## src/rtl/fft_out_serializer.sv

```systemverilog
// ============================================================================
// Module   : fft_out_serializer
// Captures a parallel complex FFT frame and streams it one sample per cycle
// over valid/ready, in natural or bit-reversed slot order.
// Revision : 1.0  initial release
// ============================================================================
`default_nettype none

module fft_out_serializer #(
   parameter int DW      = 16,
   parameter int NMAX    = 32,
   parameter int BIT_REV = 0
) (
   input  logic               clk_i,
   input  logic               rst_n_i,
   input  logic               frame_valid_i,
   input  logic [1:0]         fft_len_i,
   input  logic [NMAX*DW-1:0] X_R_i,
   input  logic [NMAX*DW-1:0] X_I_i,
   output logic               frame_ready_o,
   output logic               valid_o,
   input  logic               ready_i,
   output logic [DW-1:0]      X_R_o,
   output logic [DW-1:0]      X_I_o,
   output logic [4:0]         index_o,
   output logic               last_o,
   output logic               overflow_o,
   output logic               len_err_o
);

   localparam int c_LOG2 = 5;

   typedef enum logic [0:0] {
      IDLE = 1'b0,
      SEND = 1'b1
   } state_t;

   state_t              r_state;
   state_t              w_state_nxt;
   logic [c_LOG2-1:0]   r_k;
   logic [c_LOG2-1:0]   w_k_nxt;
   logic [1:0]          r_len;
   logic [DW-1:0]       r_xr [NMAX];
   logic [DW-1:0]       r_xi [NMAX];
   logic                r_overflow;
   logic                r_len_err;

   logic [c_LOG2-1:0]   w_last_idx;
   logic [c_LOG2-1:0]   w_sel;
   logic                w_valid;
   logic                w_last;
   logic                w_hs;
   logic                w_capture;

   always_comb begin
      w_last_idx = 5'd31;
      case (r_len)
         2'b00:   w_last_idx = 5'd7;
         2'b01:   w_last_idx = 5'd15;
         default: w_last_idx = 5'd31;
      endcase
   end

   assign w_valid       = (r_state == SEND);
   assign w_last        = w_valid && (r_k == w_last_idx);
   assign w_hs          = w_valid && ready_i;
   // Ready while idle, or when the final sample leaves this cycle so the next
   // frame can follow without a bubble.
   assign frame_ready_o = (r_state == IDLE) || (w_hs && w_last);
   assign w_capture     = frame_valid_i && frame_ready_o && (fft_len_i != 2'b11);

   generate
      if (BIT_REV != 0) begin : g_bitrev
         logic [c_LOG2-1:0] w_rev;
         logic [2:0]        w_shift;
         // Reverse across all 5 bits, then drop the low zeros so the result
         // is the reversal over log2(N) bits.
         always_comb begin
            w_rev = '0;
            for (int b = 0; b < c_LOG2; b++) begin
               w_rev[b] = r_k[c_LOG2-1-b];
            end
            w_shift = 3'd0;
            case (r_len)
               2'b00:   w_shift = 3'd2;
               2'b01:   w_shift = 3'd1;
               default: w_shift = 3'd0;
            endcase
            w_sel = w_rev >> w_shift;
         end
      end else begin : g_natural
         assign w_sel = r_k;
      end
   endgenerate

   always_comb begin
      w_state_nxt = r_state;
      w_k_nxt     = r_k;
      case (r_state)
         IDLE: begin
            if (w_capture) begin
               w_state_nxt = SEND;
               w_k_nxt     = '0;
            end
         end
         SEND: begin
            if (w_hs) begin
               if (w_last) begin
                  w_k_nxt = '0;
                  if (!w_capture) begin
                     w_state_nxt = IDLE;
                  end
               end else begin
                  w_k_nxt = r_k + 1'b1;
               end
            end
         end
         default: begin
            w_state_nxt = IDLE;
            w_k_nxt     = '0;
         end
      endcase
   end

   always_ff @(posedge clk_i or negedge rst_n_i) begin
      if (!rst_n_i) begin
         r_state <= IDLE;
         r_k     <= '0;
         r_len   <= 2'b00;
      end else begin
         r_state <= w_state_nxt;
         r_k     <= w_k_nxt;
         if (w_capture) begin
            r_len <= fft_len_i;
         end
      end
   end

   always_ff @(posedge clk_i or negedge rst_n_i) begin
      if (!rst_n_i) begin
         for (int i = 0; i < NMAX; i++) begin
            r_xr[i] <= '0;
            r_xi[i] <= '0;
         end
      end else if (w_capture) begin
         for (int i = 0; i < NMAX; i++) begin
            r_xr[i] <= X_R_i[i*DW +: DW];
            r_xi[i] <= X_I_i[i*DW +: DW];
         end
      end
   end

   always_ff @(posedge clk_i or negedge rst_n_i) begin
      if (!rst_n_i) begin
         r_overflow <= 1'b0;
         r_len_err  <= 1'b0;
      end else begin
         r_overflow <= frame_valid_i && !frame_ready_o;
         r_len_err  <= frame_valid_i && frame_ready_o && (fft_len_i == 2'b11);
      end
   end

   assign valid_o    = w_valid;
   assign last_o     = w_last;
   assign index_o    = w_valid ? r_k : 5'd0;
   assign X_R_o      = w_valid ? r_xr[w_sel] : '0;
   assign X_I_o      = w_valid ? r_xi[w_sel] : '0;
   assign overflow_o = r_overflow;
   assign len_err_o  = r_len_err;

endmodule

`default_nettype wire

```

## config.mk

```make
export PLATFORM = sky130hd
export DESIGN_NAME = fft_out_serializer
export DESIGN_NICKNAME = d
export VERILOG_FILES = /design/src/rtl/fft_out_serializer.sv
export SDC_FILE = /design/constraint.sdc
export NUM_CORES = 1
export LEC_CHECK = 0
export ABC_AREA = 1
export CORE_AREA = 2 2 422 424
export DETAILED_ROUTE_END_ITERATION = 8
export DIE_AREA = 0 0 424 426
export DONT_BUFFER_PORTS = 1
export GPL_TIMING_DRIVEN = 0
export PLACE_DENSITY_LB_ADDON = 0.25
export SLEW_MARGIN = 20
export SYNTH_ARGS = -nofsm -noshare
export SYNTH_HDL_FRONTEND = slang
export SYNTH_SLANG_ARGS = --single-unit
```

## constraint.sdc

```tcl
create_clock -name clk_i -period 6.1 [get_ports clk_i]
set_clock_uncertainty 0.2 [all_clocks]
set_input_delay 0.915 -clock clk_i [delete_from_list [all_inputs] [get_ports clk_i]]
set_output_delay 0.915 -clock clk_i [all_outputs]
set_load 0.03 [all_outputs]
```

==> flow_metrics.tcl <==
set metrics [dict create \
    hold_end "r_xi[26]$_DFFE_PN0P_" \
    cts_setup_buffers 0 \
    maxCapViolCount 0 \
    num_vias 56900 \
    die_x_um 424 \
    rr_startpoint "valid_o$_DFF_PN0_" \
    reg2reg_slack_ns 2.01 \
    seq_area_frac_synth_pct 47.1 \
    avgSynthCellArea_um2 7.08 \
    worst-path-max-fanout 10 \
    synth_seq_cells 1034 \
    pin_count 1072 \
    finalSetupViolCount 0 \
    synthTopCellsByArea "dfrtp_1 47%, nand2_1 25%, nand4_1 12%" \
    worstPathRequired_ns 4.98 \
    grt_usage_pct 34.9 \
    p_leak_nw 33.4 \
    cts_tree "yes" \
    overflow 0 \
    start_kind "flop" \
    worst_pin_slew_ns 1.29 \
    final_layout_size_suffix_gt1_share_pct 5.85 \
    fin_ws_ns 0.372 \
    cts_made_buffers 130 \
    placementRows 154 \
    holdPathStages 2 \
    grt_pass1_vias 53600 \
    end_kind "primary output" \
    cts-root-buf "clkbuf_16" \
    clk_latency_ns 0.80 \
    rsz0062_at_grt "false" \
    nets 8941 \
    crit_slowest_cell "clkbuf_1" \
    design_area_um2 63000 \
    dp_slack_ns 1.14 \
    drc 0 \
    wire_per_inst_um 31.1 \
    clock_path_buffers 3 \
    synthesis.nets 8794 \
    hp-class "in -> reg" \
    path_cells "inv_2 > clkbuf_1 > clkbuf_1 > nand2_1 > nand2_1 > nand2_1 > nand3_1 > nand3_1 > nand2_1 > nand2_1 > nand2_1" \
    grt_start_max_net_pins 196 \
    netlist_area_um2 54900 \
    drt-initial-drc-count 6522 \
    yosysWarnings 0 \
    gp_congestion 1.01 \
    h-tree-depth 4 \
    firstDrtPassIters 6 \
    area_delta_synth_final_pct 14.7 \
    antenna_found_initial 172 \
    synth_top_area_share_pct 47.1 \
    max_freq_ghz 0.175 \
    synthCells 7763 \
    setup_tns_ns 0 \
    reg2regPathDepth 8 \
    wirelength_mm 325 \
    vdd_drop_max_mv 0.292 \
    critPathKind "reg -> out" \
    status "finished, final reports clean" \
    period_minus_slack_ns 5.73 \
    yosysTopAreaCell "dfrtp_1" \
    ys_types 17 \
    viasPerCell 5.44 \
    slew_headroom_pct 14.2 \
    cts.clk_slew.worst_paths_ns 0.06 \
    hp-start "X_I_i[490]" \
    grt_pass1_wl_mm 434 \
    crit_arrival_ns 4.61 \
    hold_buffers 2 \
    cts.sinks 1034 \
    port_buffers 0 \
    hpwl_mm 259 \
    die_h_um 426 \
    period_share_pct 93.9 \
    reg2reg_to "r_xi[509]$_DFFE_PN0P_" \
    start_util_pct 31.3 \
    dieArea_um2 181000 \
    core_um2 176000 \
    cts-resized-gates 0 \
    power_density_nw_per_um2 619 \
    hold_violations 0 \
    dpl_cell_area_um2 58200 \
    slowest_delay_ns 0.91 \
    drtAntennaViolNets 0 \
    final_util_pct 35.8 \
    path_common_cell "nand2_1" \
    drv_slew 0 \
]
-- stage by stage --
stage | power (mW) | hold WS (ns) | std cells
floorplan | 22.1 | 0.242 | 7763
global placement | 29.9 | 0.253 | 10100
detailed placement | 30.4 | 0.258 | 10100
CTS | 38.6 | 0.0124 | 10400
global route | 41.1 | 0.0390 | 10400
finish | 39.0 | 0.0670 | 10500
-- critical path: cells and delay by family, from the launching register on --
kind | cells | cell delay [ns]
buf+inv | 3 | 1.92
simple gates | 8 | 1.45
flops | 1 | 0.42
-- cell families (layout without fill, tap and decap cells) --
logic type | Yosys count | after routing | synth area share, %
adders and majority gates | 1 | 1 | 0.0228
AOI/OAI and AO/OA | 10 | 10 | 0.100
other | 0 | 106 | 0
buffers and inverters | 1333 | 1583 | 9.70
DFF | 1034 | 1034 | 47.1
and+or+nand+nor | 5385 | 5385 | 43.1
-- cell usage after synthesis, drive strengths merged --
master,count
inv,656
o21ai,6
nor3,1
nand3,708
clkinv,1
clkbuf,445
dfrtp,1034
buf,231
a21oi,2
o211ai,2
nand4,1029
nand2,3640
nor2,7
ha,1
-- layer usage --
metal	GRT usage [%]	share of wire [%]	vias to the layer above
li1	-	-	25500
met1	41.1	37	27500
met2	55.7	46	3074
met3	8.47	8.3	810
met4	24.8	7.6	66
met5	0	0.14	-
-- power breakdown --
part	internal, mW	switching, mW
sequential	10.3	2.24
combinational	4.48	13.7
clock	4.75	3.42
total	19.6	19.4
-- worst max path at each step --
stage | from | to | slack (ns)
after global placement | r_k[1]$_DFFE_PN0P_ | X_I_o[5] | 0.54
after floorplan | valid_o$_DFF_PN0_ | X_I_o[0] | 3.13
final | r_k[0]$_DFFE_PN0P_ | X_I_o[1] | 0.37
after CTS | r_k[0]$_DFFE_PN0P_ | X_R_o[9] | 0.27
after global routing | r_k[0]$_DFFE_PN0P_ | X_R_o[14] | 0.30
after detailed placement | r_k[0]$_DFFE_PN0P_ | X_R_o[9] | 1.14
-- final cells by class --
cell class / instances / area, µm²
fillers: 19200 / 113000
flip-flops and latches: 1034 / 25900
multi-input cells: 5396 / 23700
clock buffers: 187 / 3750
well taps: 2340 / 2930
plain buffers: 676 / 2920
inverters: 657 / 2470
clock inverters: 48 / 681
repair buffers: 15 / 364
diodes: 106 / 265
-- flip-flops by register name, indices dropped and copies added (netlist names) --
name and count:
r_len 2, r_xi 512, len_err_o 1, valid_o 1
overflow_o 1, r_k 5, r_xr 512
-- cells in the final DEF, fill, tap and decap left out, types with 6 or more instances in the layout --
master	instances
nand2_1	3640
dfrtp_1	1034
nand4_1	1029
nand3_1	708
inv_1	652
clkbuf_1	434
buf_2	193
clkbuf_16	133
diode_2	106
clkbuf_2	43
buf_1	26
clkbuf_8	22
clkinv_2	20
buf_6	13
buf_16	11
bufinv_16	10
nor2_1	7
o21ai_0	6
Power figures use the tool's default switching activity.
